`src/rtl/serial_frame_pkg.sv`:
```
// Shared frame constants, header patterns and state encodings for the serial deframer.
// Pure definitions; no timing of its own.
package serial_frame_pkg;

    localparam int BYTES_PER_FRAME     = 10;
    localparam int DATA_BYTES_PER_CHAN = 4;

    localparam logic [7:0] HDR0_MASK = 8'h80;
    localparam logic [7:0] HDR0_VAL  = 8'h80;
    localparam logic [7:0] HDR1_MASK = 8'hF0;
    localparam logic [7:0] HDR1_VAL  = 8'h40;

    typedef enum logic [1:0] {
        DF_HUNT,
        DF_C0,
        DF_H1,
        DF_C1
    } deframe_state_t;

    typedef enum logic [1:0] {
        RX_IDLE,
        RX_START,
        RX_DATA,
        RX_STOP
    } rx_state_t;

    function automatic logic hdr_match(input logic [7:0] b,
                                       input logic [7:0] mask,
                                       input logic [7:0] val);
        return (b & mask) == val;
    endfunction

endpackage

```
`src/rtl/serial_rx_byte.sv`:
```
// Oversampling UART byte receiver: 2-flop sync, start validation at half bit, 8 data + 1 stop sample.
// Strobes land 1 cycle after the stop-bit sample; no backpressure, bytes must be consumed on the strobe.
module serial_rx_byte
    import serial_frame_pkg::*;
#(
    parameter int OVS = 8
) (
    input  logic       clk_i,
    input  logic       rst_i,
    input  logic       rx_i,
    output logic [7:0] byte_o,
    output logic       byte_vld_o,
    output logic       byte_err_o,
    output logic       start_o
);

    localparam int CW = (OVS > 2) ? $clog2(OVS) : 1;

    logic            sync1_q, sync2_q, prev_q;
    logic            fall;
    rx_state_t       state_q, state_d;
    logic [CW-1:0]   cnt_q, cnt_d;
    logic [2:0]      bit_q, bit_d;
    logic [7:0]      shift_q, shift_d;
    logic            byte_vld_q, byte_vld_d;
    logic            byte_err_q, byte_err_d;
    logic            start_q, start_d;

    assign fall = prev_q & ~sync2_q;

    always_ff @(posedge clk_i) begin
        if (rst_i) begin
            sync1_q    <= 1'b1;
            sync2_q    <= 1'b1;
            prev_q     <= 1'b1;
            state_q    <= RX_IDLE;
            cnt_q      <= '0;
            bit_q      <= '0;
            shift_q    <= '0;
            byte_vld_q <= 1'b0;
            byte_err_q <= 1'b0;
            start_q    <= 1'b0;
        end else begin
            sync1_q    <= rx_i;
            sync2_q    <= sync1_q;
            prev_q     <= sync2_q;
            state_q    <= state_d;
            cnt_q      <= cnt_d;
            bit_q      <= bit_d;
            shift_q    <= shift_d;
            byte_vld_q <= byte_vld_d;
            byte_err_q <= byte_err_d;
            start_q    <= start_d;
        end
    end

    always_comb begin
        state_d    = state_q;
        cnt_d      = cnt_q;
        bit_d      = bit_q;
        shift_d    = shift_q;
        byte_vld_d = 1'b0;
        byte_err_d = 1'b0;
        start_d    = 1'b0;
        case (state_q)
            RX_IDLE: begin
                if (fall) begin
                    state_d = RX_START;
                    cnt_d   = '0;
                end
            end
            RX_START: begin
                // Half-bit check rejects short glitches on the idle line.
                if (cnt_q == CW'(OVS / 2 - 1)) begin
                    cnt_d = '0;
                    if (!sync2_q) begin
                        state_d = RX_DATA;
                        bit_d   = '0;
                        start_d = 1'b1;
                    end else begin
                        state_d = RX_IDLE;
                    end
                end else begin
                    cnt_d = cnt_q + 1'b1;
                end
            end
            RX_DATA: begin
                if (cnt_q == CW'(OVS - 1)) begin
                    cnt_d   = '0;
                    shift_d = {sync2_q, shift_q[7:1]};
                    if (bit_q == 3'd7) state_d = RX_STOP;
                    else               bit_d   = bit_q + 1'b1;
                end else begin
                    cnt_d = cnt_q + 1'b1;
                end
            end
            RX_STOP: begin
                if (cnt_q == CW'(OVS - 1)) begin
                    cnt_d      = '0;
                    state_d    = RX_IDLE;
                    byte_vld_d = sync2_q;
                    byte_err_d = ~sync2_q;
                end else begin
                    cnt_d = cnt_q + 1'b1;
                end
            end
            default: state_d = RX_IDLE;
        endcase
    end

    assign byte_o     = shift_q;
    assign byte_vld_o = byte_vld_q;
    assign byte_err_o = byte_err_q;
    assign start_o    = start_q;

endmodule

```
`src/rtl/serial_recv.sv`:
```
// Deframes 10-byte serial frames into chan0/chan1; valid 1 cycle after the 10th byte strobe.
// No backpressure; SERIAL_RECV_STATS_EN adds saturating good/error frame counters.
module serial_recv
    import serial_frame_pkg::*;
#(
    parameter int OVS          = 8,
    parameter int TIMEOUT_BITS = 24
) (
    input  logic        sclk,
    input  logic        rst,
    input  logic        idata,
    output logic [31:0] chan0,
    output logic [31:0] chan1,
    output logic        valid,
    output logic        frame_err
`ifdef SERIAL_RECV_STATS_EN
    ,
    output logic [15:0] good_cnt,
    output logic [15:0] err_cnt
`endif
);

    localparam int CW = (OVS > 2) ? $clog2(OVS) : 1;
    localparam int TW = $clog2(TIMEOUT_BITS + 1);

    logic [7:0]     rx_byte;
    logic           rx_vld, rx_err, rx_start;

    serial_rx_byte #(.OVS(OVS)) u_rx (
        .clk_i      (sclk),
        .rst_i      (rst),
        .rx_i       (idata),
        .byte_o     (rx_byte),
        .byte_vld_o (rx_vld),
        .byte_err_o (rx_err),
        .start_o    (rx_start)
    );

    deframe_state_t st_q, st_d;
    logic [1:0]     idx_q, idx_d;
    logic [3:0]     nib0_q, nib0_d, nib1_q, nib1_d;
    logic [31:0]    c0_q, c0_d, c1_q, c1_d;
    logic [31:0]    chan0_q, chan0_d, chan1_q, chan1_d;
    logic           valid_q, valid_d, ferr_q, ferr_d;
    logic [CW-1:0]  tick_q, tick_d;
    logic [TW-1:0]  bits_q, bits_d;
    logic           timeout, abort;

    always_ff @(posedge sclk) begin
        if (rst) begin
            st_q    <= DF_HUNT;
            idx_q   <= '0;
            nib0_q  <= '0;
            nib1_q  <= '0;
            c0_q    <= '0;
            c1_q    <= '0;
            chan0_q <= '0;
            chan1_q <= '0;
            valid_q <= 1'b0;
            ferr_q  <= 1'b0;
            tick_q  <= '0;
            bits_q  <= '0;
        end else begin
            st_q    <= st_d;
            idx_q   <= idx_d;
            nib0_q  <= nib0_d;
            nib1_q  <= nib1_d;
            c0_q    <= c0_d;
            c1_q    <= c1_d;
            chan0_q <= chan0_d;
            chan1_q <= chan1_d;
            valid_q <= valid_d;
            ferr_q  <= ferr_d;
            tick_q  <= tick_d;
            bits_q  <= bits_d;
        end
    end

    // Idle bit-time counter, restarted by every start or byte, held clear while hunting.
    always_comb begin
        tick_d = tick_q;
        bits_d = bits_q;
        if (st_q == DF_HUNT || rx_vld || rx_start) begin
            tick_d = '0;
            bits_d = '0;
        end else if (tick_q == CW'(OVS - 1)) begin
            tick_d = '0;
            if (bits_q < TW'(TIMEOUT_BITS)) bits_d = bits_q + 1'b1;
        end else begin
            tick_d = tick_q + 1'b1;
        end
    end

    assign timeout = (st_q != DF_HUNT) && (bits_q >= TW'(TIMEOUT_BITS));

    always_comb begin
        st_d    = st_q;
        idx_d   = idx_q;
        nib0_d  = nib0_q;
        nib1_d  = nib1_q;
        c0_d    = c0_q;
        c1_d    = c1_q;
        chan0_d = chan0_q;
        chan1_d = chan1_q;
        valid_d = 1'b0;
        ferr_d  = 1'b0;
        abort   = 1'b0;
        if (st_q != DF_HUNT && (rx_err || timeout)) begin
            abort = 1'b1;
        end else if (rx_vld) begin
            case (st_q)
                DF_HUNT: begin
                    if (hdr_match(rx_byte, HDR0_MASK, HDR0_VAL)) begin
                        nib0_d = rx_byte[3:0];
                        idx_d  = '0;
                        st_d   = DF_C0;
                    end
                end
                DF_C0: begin
                    if (rx_byte[7]) begin
                        abort = 1'b1;
                    end else begin
                        c0_d[{idx_q, 3'b000} +: 8] = {nib0_q[idx_q], rx_byte[6:0]};
                        if (idx_q == 2'(DATA_BYTES_PER_CHAN - 1)) st_d = DF_H1;
                        else                                      idx_d = idx_q + 1'b1;
                    end
                end
                DF_H1: begin
                    if (!hdr_match(rx_byte, HDR1_MASK, HDR1_VAL)) begin
                        abort = 1'b1;
                    end else begin
                        nib1_d = rx_byte[3:0];
                        idx_d  = '0;
                        st_d   = DF_C1;
                    end
                end
                DF_C1: begin
                    if (rx_byte[7]) begin
                        abort = 1'b1;
                    end else begin
                        c1_d[{idx_q, 3'b000} +: 8] = {nib1_q[idx_q], rx_byte[6:0]};
                        if (idx_q == 2'(DATA_BYTES_PER_CHAN - 1)) begin
                            chan0_d = c0_q;
                            chan1_d = c1_d;
                            valid_d = 1'b1;
                            st_d    = DF_HUNT;
                        end else begin
                            idx_d = idx_q + 1'b1;
                        end
                    end
                end
                default: st_d = DF_HUNT;
            endcase
        end
        if (abort) begin
            st_d   = DF_HUNT;
            idx_d  = '0;
            ferr_d = 1'b1;
        end
    end

    assign chan0     = chan0_q;
    assign chan1     = chan1_q;
    assign valid     = valid_q;
    assign frame_err = ferr_q;

`ifdef SERIAL_RECV_STATS_EN
    logic [15:0] good_cnt_q, err_cnt_q;

    always_ff @(posedge sclk) begin
        if (rst) begin
            good_cnt_q <= '0;
            err_cnt_q  <= '0;
        end else begin
            if (valid_q && good_cnt_q != 16'hFFFF) good_cnt_q <= good_cnt_q + 1'b1;
            if (ferr_q && err_cnt_q != 16'hFFFF)   err_cnt_q  <= err_cnt_q + 1'b1;
        end
    end

    assign good_cnt = good_cnt_q;
    assign err_cnt  = err_cnt_q;
`endif

endmodule
```
`config.mk`:
```
export PLATFORM = sky130hd
export DESIGN_NAME = serial_recv
export DESIGN_NICKNAME = d
export VERILOG_FILES = /design/src/rtl/serial_frame_pkg.sv /design/src/rtl/serial_rx_byte.sv /design/src/rtl/serial_recv.sv
export SDC_FILE = /design/constraint.sdc
export NUM_CORES = 1
export LEC_CHECK = 0
export BUFFER_PORTS_ARGS = -buffer_cell sky130_fd_sc_hd__buf_2
export CORE_MARGIN = 10
export CORE_UTILIZATION = 29
export DETAILED_ROUTE_END_ITERATION = 10
export SLEW_MARGIN = 40
export SYNTH_ARGS = -nofsm -noshare
export SYNTH_HDL_FRONTEND = slang
export SYNTH_SLANG_ARGS = --single-unit
```
`constraint.sdc`:
```
create_clock -name sclk -period 3.3 [get_ports sclk]
set_input_delay 0.66 -clock sclk [delete_from_list [all_inputs] [get_ports sclk]]
set_output_delay 0.66 -clock sclk [all_outputs]
set_load 0.02 [all_outputs]
```
==> impl_metrics.json <==
{
  "slew_headroom_pct": 48.4,
  "grt_pass1_wl_um": 27400,
  "numPlacedInstances": 1125,
  "slew_viol_final": 0,
  "dieArea_sq_um": 31400,
  "worst_pin_slew_ns": 0.772,
  "num-fill-cells": 2505,
  "nNetsFinal": 849,
  "slowest_delay_ns": 0.64,
  "num_io_pins": 69,
  "antenna_found_initial": 0,
  "ctsHoldBuffers": 0,
  "port_buffers": 68,
  "clk_pin_slew_ns": 0.07,
  "cp-start-kind": "flip-flop",
  "ys_async_sr_fraction_pct": 0,
  "max-cap-violations": 0,
  "worst_setup_path_end_kind": "flip-flop",
  "yosysSeqAreaShare_pct": 48.0,
  "worst-path-max-fanout": 49,
  "gp_congestion": 0.808,
  "power_density_nw_per_um2": 492,
  "cpMaxStageDelayCell": "dfxtp_1",
  "hold_violations": 0,
  "arrival_ns": 2.80,
  "synth_area_sq_um": 7170,
  "hold_class": "input port to flip-flop",
  "synth_cell_types": 63,
  "fin_crit_sh_pct": 74.5,
  "n_antenna_cell": 0,
  "clock.fmax_mhz": 407,
  "clock_sinks": 172,
  "cts_root_buf": "clkbuf_16",
  "cts_resized": 0,
  "start_util_pct": 29.5,
  "num_vias": 5439,
  "setup_viol": 0,
  "synth.net_count": 803,
  "drcViolationCount": 0,
  "die_h_um": 177,
  "syn_to_final_growth_pct": 17.1,
  "final.min_clock_period_ns": 2.46,
  "die_w_um": 177,
  "drtIter0Drc": 316,
  "htree_levels": 4,
  "clock_latency_ns": 0.43,
  "cts_tree": "done",
  "ys_warn_count": 0,
  "max-vdd-ir-drop_mv": 0.290,
  "overflow": 0,
  "core_area_sq_um": 24300,
  "leakagePower_nw": 3.21,
  "wl_per_cell_um": 14.4,
  "rows": 57,
  "numCtsBuffers": 17,
  "grt_max_degree": 77,
  "ant_nets": 0,
  "instances_no_fill": 1158,
  "drt-pass1-iter-count": 6,
  "critPathKind": "flip-flop to flip-flop",
  "status": "finished, final reports clean",
  "grt_use_total_pct": 10.7,
  "synth_seq_cells": 172,
  "power_mw": 4.13,
  "finClkSkew_ns": 0.0101,
  "vias_per_cell": 4.70,
  "utilization_pct": 34.5,
  "totalWireLength_um": 16600,
  "crit_required_ns": 3.64,
  "dp.final_hpwl_um": 11100,
  "tns_ns": 0,
  "postCtsSetupBuffers": 0,
  "yosys_most_used_dff": "dfxtp_1",
  "synthCells": 775,
  "rsz0062_at_grt": "false",
  "synth_edf_count": 0,
  "cp_cell_sequence": "ha_1 -> and3b_1 -> o211a_4 -> buf_4 -> nor2_1 -> a211oi_1",
  "cts_buffer_depth": 2,
  "syn_area_per_cell_sq_um": 9.25,
  "grt_pass1_vias": 5210,
  "drive_gt1_share_pct": 16.4
}
[layout by cell type (no fill, tap or decap), types with 3 or more instances in the layout]
master        n
and2_1       21
dfxtp_1     172
nand4_1       5
mux2i_1      63
ha_1         25
nand2_1      86
nor2b_1       4
a211oi_1     60
clkbuf_8      3
inv_6         3
a22oi_1       7
o2111ai_2     3
nand2b_1     18
nor2_1      107
buf_4        14
a21oi_1      50
clkbuf_16    17
a221oi_1      3
nor3b_1       5
inv_1        14
o21ai_0       3
buf_2        67
clkinvlp_4    7
nand3b_1      4
nand3_1      19
[through the flow]
stage	setup WS [ns]	hold slack (ns)	cell area [sq um]
final	0.840	0.414	8400
after global routing	0.593	0.403	8400
after CTS	0.844	0.402	8380
after detailed placement	0.843	0.398	7800
after global placement	0.948	0.399	7800
after floorplan	1.15	0.389	7170
[worst paths after layout]
path / end / slack, ns / startpoint / depth (start not counted)
worst max register to register: chan1[13]$_SDFFE_PP0P_ / 0.84 / idx_q[0]$_SDFFE_PP0P_ / 6
worst min-delay path: u_rx.sync1_q$_SDFF_PP1_ / 0.41 / idata / 2
worst min register to register: u_rx.sync2_q$_SDFF_PP1_ / 0.41 / u_rx.sync1_q$_SDFF_PP1_ / 1
worst max-delay path: chan1[13]$_SDFFE_PP0P_ / 0.84 / idx_q[0]$_SDFFE_PP0P_ / 6
[Yosys cell counts, drive strengths merged (3+ instances only)]
cell type	instances	area share, %
nand3b	4	0.42
a221oi	4	0.58
nand2b	18	1.6
nor3b	5	0.52
nand3	20	1.5
nand4	5	0.44
inv	15	0.79
nor2b	4	0.35
dfxtp	172	48
clkbuf	39	2.0
o21ai	3	0.21
nor2	107	5.6
and2	21	1.8
nand2	86	4.5
ha	25	4.4
a22oi	8	0.91
nor4b	3	0.54
buf	16	1.1
a211oi	61	6.5
a21oi	51	3.6
o2111ai	4	0.75
mux2i	63	8.8
[critical path, delay by kind of cell, from the launching register on]
kind	cells	cell delay, ns
AND/OR/NAND/NOR	2	0.29
AO/OA/AOI/OAI	2	0.77
flip-flops	1	0.64
buffers and inverters	1	0.37
adder cells (fa/ha/maj)	1	0.30
[cell families (layout without fill, tap and decap cells)]
family | after synthesis | after routing | synth area share [%]
AOI/OAI and AO/OA | 150 | 150 | 14.8
xor gates and xnor gates | 3 | 3 | 0.366
adders and majority gates | 25 | 25 | 4.36
buffers and inverters | 70 | 129 | 3.93
DFF | 172 | 172 | 48.0
muxes | 65 | 65 | 9.42
and+or+nand+nor | 290 | 290 | 19.2
[sequential cells by signal, summed over array words and instances, names as in the netlist, 4 cells and up, named ones only]
signal / flops
c1_q: 32
u_rx.byte_o: 8
nib1_q: 4
chan0: 32
c0_q: 32
bits_q: 5
nib0_q: 4
chan1: 32
[report_power, final]
part | total (mW) | leakage [nW] | switching, mW | internal [mW]
combinational | 0.0832 | 1.57 | 0.0574 | 0.0259
clock | 1.96 | 0.261 | 0.856 | 1.11
sequential | 2.08 | 1.39 | 0.00416 | 2.08
total | 4.13 | 3.21 | 0.918 | 3.21
[area by class of cell]
| class | instances | area [sq um] | share of cell area [%] |
|---|---|---|---|
| multi-input combinational | 533 | 3460 | 41.1 |
| sequential | 172 | 3440 | 41.0 |
| clock buffer | 21 | 470 | 5.60 |
| timing repair buffer | 82 | 460 | 5.48 |
| tap | 324 | 405 | 4.83 |
| clock inverter | 11 | 109 | 1.30 |
| inverter | 15 | 56.3 | 0.670 |
[per-layer routing]
| layer | vias to the layer above | GRT usage [%] | share of wire (%) |
|---|---|---|---|
| met5 | - | 0 | 0 |
| met4 | 0 | 3.86 | 1.4 |
| met3 | 16 | 2.94 | 6.2 |
| met2 | 96 | 16.3 | 45 |
| met1 | 2542 | 14.1 | 47 |
| li1 | 2785 | - | - |
(Power assumes the default switching activity.)
